$ cat config.mk
export PLATFORM = sky130hd
export DESIGN_NAME = fetch_sequencer
export DESIGN_NICKNAME = d
export VERILOG_FILES = /design/src/rtl/fetch_sequencer.sv
export SDC_FILE = /design/constraint.sdc
export NUM_CORES = 1
export LEC_CHECK = 0
export ABC_AREA = 1
export CORE_MARGIN = 2
export CORE_UTILIZATION = 52
export DETAILED_ROUTE_END_ITERATION = 7
export PLACE_DENSITY = 0.81
export SLEW_MARGIN = 0
export SYNTH_ARGS = -nofsm -noshare
export SYNTH_HDL_FRONTEND = slang
export SYNTH_SLANG_ARGS = --single-unit
$ cat constraint.sdc
create_clock -name clk -period 2.05 [get_ports clk]
set_clock_uncertainty 0.1 [all_clocks]
set_input_delay 0.3075 -clock clk [delete_from_list [all_inputs] [get_ports clk]]
set_output_delay 0.3075 -clock clk [all_outputs]
set_load 0.01 [all_outputs]
$ cat src/rtl/fetch_sequencer.sv
// Instruction-fetch controller: owns the fetch PC, keeps one imem request in flight and buffers two instructions.
// Optional macro FETCH_MISALIGN_TRAP_EN: misaligned redirect targets enter a sticky trap instead of being truncated.
module fetch_sequencer #(
  parameter logic [31:0] RESET_PC = 32'h0000_0000
) (
  input  logic        clk,
  input  logic        rst_n,
  output logic        imem_req_valid,
  input  logic        imem_req_ready,
  output logic [31:0] imem_req_addr,
  input  logic        imem_rsp_valid,
  input  logic [31:0] imem_rsp_data,
  output logic        inst_valid,
  input  logic        inst_ready,
  output logic [31:0] inst_data,
  output logic [31:0] inst_pc,
  input  logic        jmp_enable,
  input  logic [31:0] jmp_addr,
  output logic        trap_misalign
);

  typedef enum logic [1:0] {
    RUN   = 2'd0,
    FLUSH = 2'd1
`ifdef FETCH_MISALIGN_TRAP_EN
    , TRAP = 2'd2
`endif
  } state_t;

  state_t      state;
  logic        active;
  logic        outstanding;
  logic        squash;
  logic [31:0] fetch_pc;
  logic [31:0] pend_pc;
  logic [1:0]  count;
  logic [31:0] data0, pc0, data1, pc1;

  logic [1:0]  count_n;
  logic [31:0] data0_n, pc0_n, data1_n, pc1_n;
  logic        accept, rsp, pop, redirect, push, bad_target;
  logic [1:0]  level;
  logic [31:0] target;

  // active holds requests off until the first cycle after reset is released
  assign imem_req_valid = active && (state == RUN) && !outstanding &&
                          (({1'b0, count} + {2'b00, outstanding}) < 3'd2);
  assign imem_req_addr  = fetch_pc;
  assign inst_valid     = (count != 2'd0);
  assign inst_data      = data0;
  assign inst_pc        = pc0;

  assign accept   = imem_req_valid && imem_req_ready;
  assign rsp      = imem_rsp_valid && outstanding;
  assign pop      = inst_valid && inst_ready;
  assign redirect = pop && jmp_enable;
  assign push     = rsp && !squash && (state == RUN);
  assign level    = count - {1'b0, pop};

`ifdef FETCH_MISALIGN_TRAP_EN
  logic trap_r;
  assign bad_target    = redirect && (jmp_addr[1:0] != 2'b00);
  assign target        = jmp_addr;
  assign trap_misalign = trap_r;
`else
  assign bad_target    = 1'b0;
  assign target        = jmp_addr & 32'hFFFF_FFFC;
  assign trap_misalign = 1'b0;
`endif

  // Next FIFO contents: head in slot 0; a redirect discards everything including a same-cycle push
  always_comb begin
    count_n = count;
    data0_n = data0;
    pc0_n   = pc0;
    data1_n = data1;
    pc1_n   = pc1;
    if (redirect) begin
      count_n = 2'd0;
    end else begin
      if (pop) begin
        data0_n = data1;
        pc0_n   = pc1;
      end else begin
        data0_n = data0;
        pc0_n   = pc0;
      end
      if (push && (level == 2'd0)) begin
        data0_n = imem_rsp_data;
        pc0_n   = pend_pc;
      end else if (push) begin
        data1_n = imem_rsp_data;
        pc1_n   = pend_pc;
      end else begin
        data1_n = data1;
        pc1_n   = pc1;
      end
      count_n = count + {1'b0, push} - {1'b0, pop};
    end
  end

  // Fetch FSM, PC, in-flight tracking and FIFO registers
  always_ff @(posedge clk) begin
    if (!rst_n) begin
      state       <= RUN;
      active      <= 1'b0;
      fetch_pc    <= RESET_PC;
      pend_pc     <= RESET_PC;
      outstanding <= 1'b0;
      squash      <= 1'b0;
      count       <= 2'd0;
      data0       <= 32'h0000_0000;
      pc0         <= 32'h0000_0000;
      data1       <= 32'h0000_0000;
      pc1         <= 32'h0000_0000;
`ifdef FETCH_MISALIGN_TRAP_EN
      trap_r      <= 1'b0;
`endif
    end else begin
      active <= 1'b1;
      count  <= count_n;
      data0  <= data0_n;
      pc0    <= pc0_n;
      data1  <= data1_n;
      pc1    <= pc1_n;
      if (accept) begin
        outstanding <= 1'b1;
        pend_pc     <= fetch_pc;
      end else if (rsp) begin
        outstanding <= 1'b0;
      end
      case (state)
        RUN: begin
          // A request still in flight after a redirect must be squashed before refetching
          if (redirect && !bad_target) begin
            fetch_pc <= target;
            if (accept || (outstanding && !rsp)) begin
              squash <= 1'b1;
              state  <= FLUSH;
            end
          end
`ifdef FETCH_MISALIGN_TRAP_EN
          else if (bad_target) begin
            state  <= TRAP;
            trap_r <= 1'b1;
          end
`endif
          else if (accept) begin
            fetch_pc <= fetch_pc + 32'd4;
          end
        end
        FLUSH: begin
          if (rsp) begin
            squash <= 1'b0;
            state  <= RUN;
          end
        end
`ifdef FETCH_MISALIGN_TRAP_EN
        TRAP: state <= TRAP;
`endif
        default: state <= RUN;
      endcase
    end
  end

endmodule
==> impl_metrics.env <==
export IMPL_finalCritPeriodShare_pct=94.7
export IMPL_place_gp_congestion=0.838
export IMPL_cts_hold_buf=0
export IMPL_drtPass1Iterations=5
export IMPL_rsz0062_at_grt="false"
export IMPL_viasPerCell=5.13
export IMPL_synth_avg_cell_area_sq_um=6.87
export IMPL_crit_start="imem_req_addr[20]"
export IMPL_min_path_type="input port to flop"
export IMPL_fp_dieH_um=131
export IMPL_crit_type="flop to output port"
export IMPL_cp_num_cells=1
export IMPL_reg2reg_from="imem_req_addr[2]"
export IMPL_setup_viol=0
export IMPL_antenna_found_initial=0
export IMPL_synth_edf_count=0
export IMPL_antenna_left=0
export IMPL_crit_arrival_ns=1.53
export IMPL_cts_buffers=17
export IMPL_drcViolationCount=0
export IMPL_switching_share_pct=29.5
export IMPL_worstMarginPinSlew_ns=0.569
export IMPL_period_needed_ns=1.94
export IMPL_maxCapViolCount=0
export IMPL_root_buffer="clkbuf_16"
export IMPL_via_count=8101
export IMPL_crit_fanout=7
export IMPL_reg2reg_to="imem_req_addr[21]"
export IMPL_ios=169
export IMPL_max_freq_ghz=0.515
export IMPL_first_iter_violations=501
export IMPL_route_met2_wl_mm=9.23
export IMPL_ir_drop_mv=0.666
export IMPL_grt_first_pass_wirelength_mm=33.6
export IMPL_area_delta_synth_final_pct=29.9
export IMPL_ys_seq_area_share_pct=45.3
export IMPL_path_delay_family="buffers and inverters"
export IMPL_netlist_instances=1217
export IMPL_fin_nets=1424
export IMPL_whs_path_depth=2
export IMPL_p_sw_mw=3.13
export IMPL_cts_sinks=189
export IMPL_drive_above_1_share_pct=6.01
export IMPL_synthDistinctLibCells=33
export IMPL_crit_required_ns=1.64
export IMPL_yosys_warnings=0
export IMPL_route_met3_wl_mm=1.44
export IMPL_grt_max_degree=160
export IMPL_synth_top_area_cell="dfxtp_1"
export IMPL_worstSkewPairLatency_ns=0.43
export IMPL_port_buffers=161
export IMPL_drv_slew=0
export IMPL_endpoint="imem_req_addr[20]"
export IMPL_comb_power_share_pct=24.9
export IMPL_cp_cell_sequence="clkdlybuf4s50_1"
export IMPL_track_usage_pct=24.1
export IMPL_ff2ff_setup_slack_ns=0.18
export IMPL_clk_pin_slew_ns=0.07
export IMPL_max_stage_delay_ns=0.61
export IMPL_routed_wl_mm=20.4
export IMPL_ys_async_sr_fraction_pct=0
export IMPL_grt_pass1_vias=7221
export IMPL_power_total_mw=10.6
export IMPL_htreeDepth=4
export IMPL_yosysMostFrequentCell="o21ai_0"
export IMPL_relSlewSlack_pct=62.0
export IMPL_dieArea_sq_um=17100
export IMPL_r2r_cells=10
export IMPL_synth_flop_cell="dfxtp_1"
export IMPL_p_clk_share_pct=33.6
export IMPL_worst_path_max_delay_cell="clkdlybuf4s50_1"
export IMPL_start_kind="flop"
export IMPL_highest_layer="met4"
export IMPL_std_cell_rows=46
export IMPL_p_leak_nw=4.39
export IMPL_diodes=0
export IMPL_synthTopCellsByArea="dfxtp_1 (45%), o21ai_0 (14%), nand2_1 (9.8%)"
export IMPL_max_clock_path_buffers=2
export IMPL_status="finished, final reports clean"
export IMPL_p_seq_share_pct=41.5
export IMPL_crit_buf_inv=1
export IMPL_final_util_pct=68.6
export IMPL_netlist_area_leader_share_pct=45.3
export IMPL_coreArea_sq_um=15800
export IMPL_p_per_area_nw_per_um2=978
export IMPL_gr_total_overflow=0
export IMPL_start_util_pct=52.8
export IMPL_avgRoutedWirePerCell_um=12.9
export IMPL_wl_met1_mm=9.49
export IMPL_cts_tree="done"
export IMPL_p_int_mw=7.49
export IMPL_synthesis_area_sq_um=8360
export IMPL_hold_viol=0
export IMPL_ys_ff_latch=189
export IMPL_setup_worst_path_end_class="output port"
export IMPL_place_hpwl_mm=13.6
export IMPL_dieWidth_um=131
export IMPL_netlist_top_cells_count="o21ai_0 (234), nand2_1 (218), nor2_1 (202)"
## power by group through the flow
stage / Combinational [mW] / Clock [mW] / Sequential, mW
after floorplan: 1.28 / 0 / 4.61
after global placement: 2.60 / 0 / 4.48
after detailed placement: 2.64 / 0 / 4.49
after CTS: 2.66 / 3.61 / 4.41
after global routing: 2.96 / 3.76 / 4.47
final: 2.64 / 3.57 / 4.41
## cell usage in the layout (no fill, tap or decap), types with 9 or more instances in the layout
master	synthesis	routed
o21ai_0	234	234
nand2_1	218	218
nor2_1	202	202
dfxtp_1	189	189
clkdlybuf4s50_1	0	159
a21oi_1	121	121
inv_1	101	101
nand3_1	31	31
buf_4	5	23
clkbuf_16	0	17
buf_12	0	9
## worst register-to-register path: stages (launching register included)
cell and delay [ns]:
dfxtp_1 0.35, buf_4 0.13, inv_1 0.05, nor2_1 0.23
nand2_1 0.17, nor2_1 0.35, nand2_1 0.09, nand2_1 0.07
nand3_1 0.10, nand2_1 0.07, a21oi_1 0.06
## final cells by class
class | instances | area (sq um)
fillers | 1361 | 4970
multi-input cells | 844 | 3800
flip-flops and latches | 189 | 3780
repair buffers | 192 | 1960
clock buffers | 18 | 439
inverters | 107 | 403
well taps | 216 | 270
clock inverters | 14 | 204
## flip-flops by register name (all words and copies together), names as in the netlist
| name | flops |
|---|---|
| pend_pc | 30 |
| count | 2 |
| pc1 | 30 |
| outstanding | 1 |
| inst_data | 32 |
| imem_req_addr | 30 |
| data1 | 32 |
| squash | 1 |
| active | 1 |
| inst_pc | 30 |
## logic make-up after synthesis
kind of cell / synth area share [%]
flip-flops: 45.3
other: 0.0449
XOR/XNOR: 0.314
AO/OA/AOI/OAI: 22.0
buffers and inverters: 9.52
AND/OR/NAND/NOR: 22.4
adder cells (fa/ha/maj): 0.449
## worst min-delay path by stage
stage / start / endpoint / slack [ns]
2_1_floorplan: rst_n / active / 0.24
3_3_place_gp: pend_pc[19] / pc1[19] / 0.36
3_5_place_dp: pend_pc[14] / pc1[14] / 0.37
4_1_cts: rst_n / active / 0.29
5_1_grt: rst_n / active / 0.29
6_report: rst_n / active / 0.27
## stage by stage
| stage | worst slack [ns] | hold WS, ns | instance area, sq um | cells | TNS (ns) |
|---|---|---|---|---|---|
| final | 0.109 | 0.265 | 10900 | 1580 | 0 |
| after global routing | 0.0148 | 0.292 | 10900 | 1580 | 0 |
| after CTS | 0.00471 | 0.288 | 10900 | 1580 | 0 |
| after detailed placement | -0.195 | 0.366 | 10200 | 1548 | -12.13 |
| after global placement | -0.0977 | 0.362 | 10200 | 1548 | -7.06 |
| after floorplan | 0.391 | 0.235 | 8380 | 1221 | 0 |
## repair_timing
action                     in CTS  in global routing
resized for setup               0                  1
setup buffers                   0                  0
setup endpoints to repair       0                  1
## per-layer routing
layer | GRT usage, % | up-vias
met1 | 33.1 | 3617
met3 | 4.80 | 21
met2 | 38.4 | 281
met5 | 0 | -
li1 | - | 4182
met4 | 7.82 | 0
No activity file was read; power rests on OpenSTA's default activity.
